===== src/rtl/lfsr_seq_gen.sv =====
// LFSR sequence generator: fills a DEPTH-entry RAM with consecutive LFSR samples per run.
// Optional LFSR_ZERO_GUARD_EN: an all-zero seed or state is replaced by SEED (no lock-up).
module lfsr_seq_gen #(
  parameter int unsigned             LFSR_W = 16,
  parameter int unsigned             DATA_W = 4,
  parameter int unsigned             DEPTH  = 32,
  parameter int unsigned             ADDR_W = $clog2(DEPTH),
  parameter logic [LFSR_W-1:0]       TAPS   = 16'hB400,
  parameter logic [LFSR_W-1:0]       SEED   = 16'hBEEF
) (
  input  logic              clk,
  input  logic              rst,
  input  logic              start,
  input  logic              seed_valid,
  input  logic [LFSR_W-1:0] seed,
  output logic              busy,
  output logic              finish,
  output logic              wr_en,
  output logic [ADDR_W-1:0] wr_addr,
  output logic [DATA_W-1:0] wr_data,
  input  logic [ADDR_W-1:0] rd_addr,
  output logic [DATA_W-1:0] rd_data
);

  typedef enum logic [1:0] {
    IDLE = 2'd0,
    RUN  = 2'd1,
    DONE = 2'd2
  } state_t;

  localparam logic [ADDR_W-1:0] LAST_ADDR = ADDR_W'(DEPTH - 1);

  state_t              state_q, state_d;
  logic [LFSR_W-1:0]   lfsr_q, lfsr_d;
  logic [ADDR_W-1:0]   addr_q, addr_d;
  logic [DATA_W-1:0]   rd_data_q;
  logic [LFSR_W-1:0]   lfsr_cur;
  logic [LFSR_W-1:0]   lfsr_next;
  logic [LFSR_W-1:0]   seed_eff;
  logic [DATA_W-1:0]   mem [DEPTH];

`ifdef LFSR_ZERO_GUARD_EN
  assign lfsr_cur = (lfsr_q == '0) ? SEED : lfsr_q;
  assign seed_eff = (seed == '0) ? SEED : seed;
`else
  assign lfsr_cur = lfsr_q;
  assign seed_eff = seed;
`endif

  assign lfsr_next = {lfsr_cur[LFSR_W-2:0], ^(lfsr_cur & TAPS)};

  // All outputs decode from registered state only, so inputs never reach them combinationally.
  assign busy    = (state_q != IDLE);
  assign finish  = (state_q == DONE);
  assign wr_en   = (state_q == RUN);
  assign wr_addr = addr_q;
  assign wr_data = lfsr_cur[DATA_W-1:0];
  assign rd_data = rd_data_q;

  always_comb begin
    state_d = state_q;
    lfsr_d  = lfsr_q;
    addr_d  = addr_q;
    unique case (state_q)
      IDLE: begin
        if (seed_valid) lfsr_d = seed_eff;
        if (start)      state_d = RUN;
      end
      RUN: begin
        lfsr_d = lfsr_next;
        addr_d = addr_q + 1'b1;
        if (addr_q == LAST_ADDR) state_d = DONE;
      end
      DONE: begin
        addr_d  = '0;
        state_d = IDLE;
      end
      default: state_d = IDLE;
    endcase
  end

  always_ff @(posedge clk) begin
    if (!rst) begin
      state_q   <= IDLE;
      lfsr_q    <= SEED;
      addr_q    <= '0;
      rd_data_q <= '0;
    end else begin
      state_q   <= state_d;
      lfsr_q    <= lfsr_d;
      addr_q    <= addr_d;
      rd_data_q <= mem[rd_addr];
    end
  end

  // RAM has no reset; a write coinciding with reset is dropped along with the aborted run.
  always_ff @(posedge clk) begin
    if (rst && state_q == RUN) mem[addr_q] <= wr_data;
  end

endmodule


===== config.mk =====
export PLATFORM = sky130hd
export DESIGN_NAME = lfsr_seq_gen
export DESIGN_NICKNAME = d
export VERILOG_FILES = /design/src/rtl/lfsr_seq_gen.sv
export SDC_FILE = /design/constraint.sdc
export NUM_CORES = 1
export LEC_CHECK = 0
export BUFFER_PORTS_ARGS = -buffer_cell sky130_fd_sc_hd__buf_4
export CAP_MARGIN = 0
export CORE_ASPECT_RATIO = 1.2
export CORE_MARGIN = 5
export CORE_UTILIZATION = 60
export CTS_CLUSTER_DIAMETER = 40
export DETAILED_ROUTE_END_ITERATION = 12
export PLACE_DENSITY_LB_ADDON = 0.08
export REMOVE_ABC_BUFFERS = 1
export SYNTH_ARGS = -nofsm -noshare
export SYNTH_HDL_FRONTEND = slang
export SYNTH_SLANG_ARGS = --single-unit

===== constraint.sdc =====
create_clock -name clk -period 2.1 [get_ports clk]
set_clock_uncertainty 0.05 [all_clocks]
set_input_delay 0.21 -clock clk [delete_from_list [all_inputs] [get_ports clk]]
set_output_delay 0.21 -clock clk [all_outputs]
set_load 0.02 [all_outputs]

Yosys cells after proc, flatten, opt, wreduce, memory -nomap -nowiden:

Memories as Yosys holds them, arrays and structs flattened. A register that Yosys moved wholly into a read port is not among the register bits.
Index checks and enable logic that the tools add are counted.

* output and inout bits: 16
* bits in read-only memories: 0
* flip-flop bits (word level): 23
* logic and storage cells: 28
* memory bits (writable): 128
* memories kept: 1
* bits in latches: 0
* input bits: 25

* multiplexer cells: 8
* add/sub/neg operators: 1
* divide/modulo/power cells: 0
* shift operators: 0
* equal/unequal tests: 6
* bitwise operators: 0
* $mul: 0
* $lt $le $gt $ge: 0
* reductions and logical operators: 9

Memories
* mem: words 32, bits a word 4, read ports 1, clocked after Yosys merged registers in 1, wr ports 1, RTL line 40 `logic [DATA_W-1:0] mem [DEPTH];`

Operators with widths (number)
* case mux 16 bit (2 select lines): 1
* 2-to-1 mux 16 bit: 1
* XOR reduction 16 bit: 1
* case mux 5 bit (2 select lines): 1
* nonzero test 2 bit: 3
* adder 5 x 1 -> 5 bit, second input constant: 1
* equality test 5 bit, second input constant: 1
* 2-to-1 mux 2 bit: 2
* != test 2 bit, second input constant: 2
* case mux 2 bit (2 select lines): 1
* AND reduction 2 bit: 2
* equality test 2 x 1 -> 1 bit, second input constant: 1
* equality test 2 bit, second input constant: 1
* logical NOT 2 bit: 1
* 2-to-1 mux 1 bit: 2
* != test 2 x 1 -> 1 bit, second input constant: 1
* logical AND 1 bit: 1
* logical NOT 1 bit: 1

Longest topological paths before layout:

Gate-level depths: netlist (run 1).

* depth after elaboration: 4
* depth in mapped cells: 8

Worst setup path before layout (run 1):

OpenSTA, ideal clock, no wires.

* kind: register -> register
* from: reg state_q[1]
* to: mem mem[10][0], enable pin
* library setup time: 329 ps
* period minus slack after synthesis: 1964 ps
* arrival: 1585 ps
* path slack: 136 ps
* stages on the path, launching flop included: 7
* required time: 1721 ps
* path through: dfxtp_1 > inv_1 > ha_1 > clkbuf_1 > buf_2 > nand3_1 > nor2_1

* word-level cells in the longest chain between the ends: 4

RTL lines
* start, declared: RTL line 33 `state_t state_q, state_d;`
* start signal, assigned: RTL line 89 `state_q <= state_d;`
* equality test 2 x 1 -> 1 bit
* named net wr_en: RTL line 18 `output logic wr_en,`
* logical AND 1 bit: RTL line 98 `if (rst && state_q == RUN) mem[addr_q] <= wr_data;`
* 2-to-1 mux 1 bit: RTL line 98
* 2-to-1 mux 1 bit (implied by the code): RTL line 98
* end, declared: RTL line 40

The timed path passes the listed nets, and every way through them passes these cells.

Worst setup path after layout (run 1):

* from: reg state_q[1]
* to: mem mem[13][3], enable pin

* word-level cells in the longest chain between the ends: 4

RTL lines (RTL line)
* equality test 2 x 1 -> 1 bit: 98
* logical AND 1 bit: 98
* 2-to-1 mux 1 bit: 98
* 2-to-1 mux 1 bit (implied by the code): 98

Every way passes these cells.

==> reports/qor.csv, run 1 <==
stage,metric,value,unit
yosys,netlist.top_cell.by_area,edfxtp_1,
yosys,synth_cells,406,
sta,setup_ws,0.120,ns
worst_setup_path,path_class,register to register,
yosys,synthSimpleGateAreaFrac,0.0663,
yosys,synthTopCellsByArea,"edfxtp_1 59%, dfxtp_1 8.3%, mux4_1 6.4%",
clocking,cts_root_buf,clkbuf_16,
sta,setup_violations,0,
job,maxCapViolations,0,
global_routing,overflow,0,
worst_setup_path,cpMaxStageDelayCell,nor2_1,
routing,totalWireLength,12600,um
finish,drive_above_1_share,0.233,
yosys,synth_edf_count,128,
routing,drc_errors,0,
global_routing,grt_antenna_before_repair,0,
pwr,powerDensity,913,nW/um^2
yosys,synthMuxAreaShare,0.164,
routing,viasPerCell,5.92,
worst_setup_path,r2r-end,mem[13][3]$_DFFE_PP_,
finish,area_growth,15.1,%
yosys,synth-compound-area-share,0.0422,
sta,period_needed,1.98,ns
die,start_util,0.618,
placement,gp_congestion,0.820,
placement,hpwl,8770,um
worst_hold_path,min_from,rst,
worst_hold_path,holdCritPathClass,input pin to register,
placement,place_ws,0.121,ns
finish,antenna_cells,0,
sta,tightest_slew,0.684,ns
yosys,synth_seq_area_share,0.672,
pwr,p_leak,0.00259,uW
clocking,cts_buffers,17,
routing,drt-initial-drc-count,230,
sta,hold_ws,0.0207,ns
die,die_area,13100,um^2
pwr,vdd_drop_max,540,uV
worst_setup_path,worstPathRequired,2.13,ns
yosys,synth_top_family_by_area,multiplexers,
yosys,syn_area,6530,um^2
yosys,synth_ff_type,edfxtp_1,
clocking,clk_pin_slew,0.06,ns
worst_setup_path,cp_slowest_stage_delay,0.45,ns
worst_setup_path,reg2reg_slack,0.12,ns
worst_hold_path,hold_depth,2,
clocking,cts_buffer_depth,2,
yosys,synthDistinctLibCells,37,
routing,route.detailed.wl_per_inst,21.2,um
die,core_area,10600,um^2
sta,report.final.slew_viol_count,0,
yosys,synth_xor_area_frac,0.00403,
global_routing,grt_max_degree,31,
worst_setup_path,timing.rr.start,state_q[1]$_SDFFE_PN0P_,
die,num_io_pins,41,
clocking,cts_num_sinks,155,
clocking,cts_setup_buffers,0,
yosys,ys_async_sr_fraction,0,
worst_setup_path,start_kind,register,
yosys,postSynthAreaPerCell,16.1,um^2
sta,timing.fmax,505,MHz
die,die_width,105,um
worst_setup_path,cp-end-kind,register,
worst_setup_path,reg2reg_depth,4,
finish,nets,488,
routing,dr.pass1.iters,4,
clocking,clock_latency,0.42,ns
worst_setup_path,crit_chain,inv_1 > ha_1 > nand3_1 > nor2_1,
yosys,ys_seq_elements,155,
sta,hold_viol_final,0,
sta,period_share,0.943,
global_routing,grt_use_total,0.208,
status,status,"complete, no violations",
clocking,cts_tree,built,
routing,antenna_left,0,
sta,slew_headroom,0.543,
clocking,cts_max_level,4,
worst_setup_path,worst-endpoint-arrival,2.01,ns
routing,via_count,3537,
yosys,yosys.area_share.adder,0.0153,
die,rows,41,
worst_setup_path,crit_fanout,8,
yosys,synth_warnings,0,
worst_setup_path,cp_num_buf_inv,1,
worst_hold_path,hold_end,lfsr_cur[1]$_SDFFE_PN1P_,
yosys,netlist.area_leader.share,0.589,
global_routing,grt_pass1_wl,20400,um
worst_setup_path,crit_family,simple AND/OR/NAND/NOR gates,
die,chipHeight,124,um
sta,rsz0062_at_grt,yes,
global_routing,grt_pass1_vias,3758,
placement,numPortBuffers,40,
## registers in the layout, indices dropped and copies added, names as in the netlist
signal / count
wr_addr: 5
rd_data: 4
state_q: 2
mem: 128
lfsr_cur: 16
## per-layer routing
metal	part of all wire	up-vias	GRT usage
met1	0.39	1741	0.257
met5	0	-	0
met3	0.054	24	0.0534
li1	-	1665	-
met4	0.025	0	0.0926
met2	0.53	107	0.342
## cell usage after synthesis, drive strengths merged (2+ instances only)
| cell type | n |
|---|---|
| a21oi | 6 |
| mux2i | 28 |
| a211oi | 5 |
| o22ai | 5 |
| dfxtp | 27 |
| a221o | 2 |
| mux2 | 9 |
| xnor2 | 3 |
| o221ai | 2 |
| nand2 | 31 |
| and3 | 4 |
| ha | 8 |
| inv | 7 |
| clkbuf | 9 |
| nand3 | 5 |
| nor2 | 43 |
| nand2b | 3 |
| a311o | 2 |
| buf | 18 |
| edfxtp | 128 |
| mux4 | 28 |
| nand3b | 4 |
| o21ai | 18 |
| or3b | 2 |
| a31oi | 2 |
## area by class of cell
cell class | count | area, um^2
well taps | 129 | 161
clock inverters | 11 | 123
clock buffers | 21 | 440
repair buffers | 57 | 468
fillers | 696 | 3060
multi-input cells | 217 | 1910
inverters | 7 | 26.3
flip-flops and latches | 155 | 4380
## cells by family after synthesis
family	count (synthesis)
flip-flops	155
AND/OR/NAND/NOR	97
multiplexers	65
AO/OA/AOI/OAI	44
buffers and inverters	34
adder cells (fa/ha/maj)	8
XOR/XNOR	3
## worst max path at each step
stage	slack, ns	cells after the start	start	to
CTS	0.14	4	state_q[1]$_SDFFE_PN0P_	mem[13][1]$_DFFE_PP_
global placement	0.23	4	state_q[1]$_SDFFE_PN0P_	mem[20][2]$_DFFE_PP_
floorplan	-0.26	4	state_q[1]$_SDFFE_PN0P_	mem[10][0]$_DFFE_PP_
finish	0.12	4	state_q[1]$_SDFFE_PN0P_	mem[13][3]$_DFFE_PP_
global route	-0.03	4	state_q[1]$_SDFFE_PN0P_	mem[8][1]$_DFFE_PP_
detailed placement	0.12	4	state_q[1]$_SDFFE_PN0P_	mem[13][1]$_DFFE_PP_
## timing repair
item | in CTS | in global routing
gates resized for setup | 0 | 1
hold buffers | 1 | 0
hold endpoints to repair | 2 | 0
endpoints found under the setup margin | 0 | 10
## placed cells by master, fill, tap and decap left out, drive strengths merged, types with 6 or more instances in the layout
master / n
ha: 8
mux2: 9
clkbuf: 21
buf: 56
inv: 7
edfxtp: 128
mux4: 28
nor2: 43
nand2: 31
a21oi: 6
dfxtp: 27
o21ai: 18
clkinvlp: 7
mux2i: 28
## stage by stage
step / instances / util / setup TNS, ns / power [uW] / area (um^2)
6_report: 597 / 0.711 / 0 / 6860 / 7510
5_1_grt: 597 / 0.711 / -0.315 / 7100 / 7510
2_1_floorplan: 379 / - / -34.04 / 3800 / 6320
4_1_cts: 597 / 0.711 / 0 / 6900 / 7510
3_5_place_dp: 564 / 0.656 / 0 / 4050 / 6940
3_3_place_gp: 564 / 0.656 / 0 / 4040 / 6940
## report_power, final
part / switching [uW] / internal [uW] / total [uW]
Combinational: 285 / 239 / 524
Clock: 1140 / 1740 / 2880
Sequential: 53.2 / 3400 / 3460
Total: 1480 / 5380 / 6860
No activity file was read; power rests on OpenSTA's default activity.
==> inputs of run 2 (changes only) <==
==> constraint.sdc (replaced) <==
create_clock -name clk -period 2.4 [get_ports clk]
set_clock_uncertainty 0.05 [all_clocks]
set_input_delay 0.24 -clock clk [delete_from_list [all_inputs] [get_ports clk]]
set_output_delay 0.24 -clock clk [all_outputs]
set_load 0.02 [all_outputs]
==> reports/qor.csv, run 2 (synthesis results as in run 1) <==
stage,metric,value,unit
routing,drc_errors,0,
sta,report.final.slew_viol_count,0,
die,die_width,105,um
pwr,vdd_drop_max,485,uV
die,start_util,0.618,
pwr,powerDensity,820,nW/um^2
placement,hpwl,8050,um
die,chipHeight,124,um
worst_setup_path,path_class,register to register,
routing,drt-initial-drc-count,176,
clocking,cts_setup_buffers,0,
global_routing,overflow,0,
finish,nets,481,
worst_setup_path,worst-endpoint-arrival,2.02,ns
finish,regMostFlops,mem,
sta,period_needed,2.01,ns
die,num_io_pins,41,
clocking,cts_buffers,17,
global_routing,grt_pass1_wl,19900,um
routing,viasPerCell,5.99,
clocking,cts_max_level,4,
worst_hold_path,hold_depth,2,
job,maxCapViolations,0,
worst_setup_path,r2r-end,mem[11][3]$_DFFE_PP_,
worst_setup_path,worstPathRequired,2.41,ns
routing,antenna_left,0,
sta,timing.fmax,497,MHz
placement,gp_congestion,0.760,
worst_setup_path,reg2reg_slack,0.39,ns
worst_hold_path,hold_end,lfsr_cur[5]$_SDFFE_PN1P_,
clocking,clock_latency,0.42,ns
routing,via_count,3536,
clocking,clk_pin_slew,0.06,ns
sta,tightest_slew,0.647,ns
sta,hold_ws,0.0508,ns
finish,n_fill_cell,685,
routing,totalWireLength,12400,um
sta,period_share,0.838,
die,rows,41,
worst_setup_path,start_kind,register,
routing,dr.pass1.iters,6,
sta,rsz0062_at_grt,no,
global_routing,grt_pass1_vias,3591,
worst_hold_path,holdCritPathClass,input pin to register,
die,core_area,10600,um^2
finish,final_cell_mix,"128 x edfxtp_1, 49 x buf_4, 43 x nor2_1, 31 x nand2_1, 28 x mux2i_1",
clocking,cts_tree,built,
global_routing,grt_use_total,0.200,
sta,setup_violations,0,
clocking,cts_root_buf,clkbuf_16,
placement,numPortBuffers,40,
worst_setup_path,timing.rr.start,state_q[1]$_SDFFE_PN0P_,
finish,mostFrequentLayoutCell,edfxtp_1,
worst_hold_path,min_from,rst,
clocking,cts_buffer_depth,2,
status,status,"complete, no violations",
finish,area_growth,14.1,%
global_routing,grt_antenna_before_repair,0,
die,die_area,13100,um^2
routing,route.detailed.wl_per_inst,21.0,um
global_routing,grt_max_degree,33,
pwr,p_leak,0.00256,uW
worst_setup_path,reg2reg_depth,4,
sta,finalSetupTns,0,ns
sta,slew_headroom,0.568,
finish,largest_reg_flops,128,
pwr,total_power,6100,uW
worst_setup_path,cp-end-kind,register,
finish,antenna_cells,0,
finish,drive_above_1_share,0.226,
worst_setup_path,crit_fanout,8,
clocking,cts_num_sinks,155,
sta,hold_viol_final,0,
-- run 2: cell count changes in the layout (fill, tap and decap cells not counted) --
cell        change
buf_12          -3
buf_4           -4
clkbuf_1        -4
nor2_2          -1
clkinv_1        +1
clkinv_2        -2
nor2_1          +1
clkinv_4        +3
inv_6           +5
clkinvlp_4      -3
-- run 2: how the worst max path moves through the flow --
| stage | from | to | slack [ns] | depth (start not counted) |
|---|---|---|---|---|
| 2_1_floorplan | state_q[1]$_SDFFE_PN0P_ | mem[10][0]$_DFFE_PP_ | 0.04 | 4 |
| 5_1_grt | state_q[1]$_SDFFE_PN0P_ | mem[26][0]$_DFFE_PP_ | 0.24 | 4 |
| 3_5_place_dp | rd_addr[0] | rd_data[0]$_SDFF_PN0_ | 0.37 | 5 |
| 4_1_cts | state_q[1]$_SDFFE_PN0P_ | mem[11][3]$_DFFE_PP_ | 0.37 | 4 |
| 3_3_place_gp | rd_addr[0] | rd_data[0]$_SDFF_PN0_ | 0.38 | 5 |
| 6_report | state_q[1]$_SDFFE_PN0P_ | mem[11][3]$_DFFE_PP_ | 0.39 | 4 |
-- run 2: final cells by class --
| type | instances | area (um^2) | area share |
|---|---|---|---|
| clock inverters | 15 | 164 | 0.0220 |
| clock buffers | 17 | 425 | 0.0571 |
| multi-input cells | 217 | 1910 | 0.256 |
| flip-flops and latches | 155 | 4380 | 0.589 |
| repair buffers | 50 | 378 | 0.0507 |
| well taps | 129 | 161 | 0.0217 |
| inverters | 7 | 26.3 | 0.00353 |
-- run 2: metal layers --
| layer | vias to the layer above | global-route usage | part of all wire |
|---|---|---|---|
| met4 | 0 | 0.0730 | 0.016 |
| met2 | 126 | 0.321 | 0.50 |
| met3 | 13 | 0.0539 | 0.064 |
| met1 | 1745 | 0.263 | 0.42 |
| met5 | - | 0 | 0 |
| li1 | 1652 | - | - |
-- run 2: critical path, cell delays in order, from the launching register on --
cell and delay, ns:
dfxtp_1 0.31, inv_1 0.09, ha_1 0.28, nand3_1 0.40, nor2_1 0.51
-- run 2: what timing repair did --
item | CTS | global route
hold buffers | 1 | 0
gates resized for setup | 0 | 0
hold endpoints to repair | 1 | 0
-- run 2: power by group --
part	switching [uW]	leakage, uW	internal [uW]	total [uW]
logic	249	0.000944	197	445
registers	42.7	0.00135	2980	3020
clock network	1090	0.000275	1550	2640
total	1380	0.00256	4720	6100
-- run 2: metrics by stage --
| step | instance area [um^2] | setup slack, ns | utilization | instances |
|---|---|---|---|---|
| 2_1_floorplan | 6320 | 0.0446 | - | 379 |
| 3_3_place_gp | 6850 | 0.377 | 0.648 | 557 |
| 3_5_place_dp | 6850 | 0.371 | 0.648 | 557 |
| 4_1_cts | 7450 | 0.375 | 0.705 | 590 |
| 5_1_grt | 7450 | 0.237 | 0.705 | 590 |
| 6_report | 7450 | 0.388 | 0.705 | 590 |
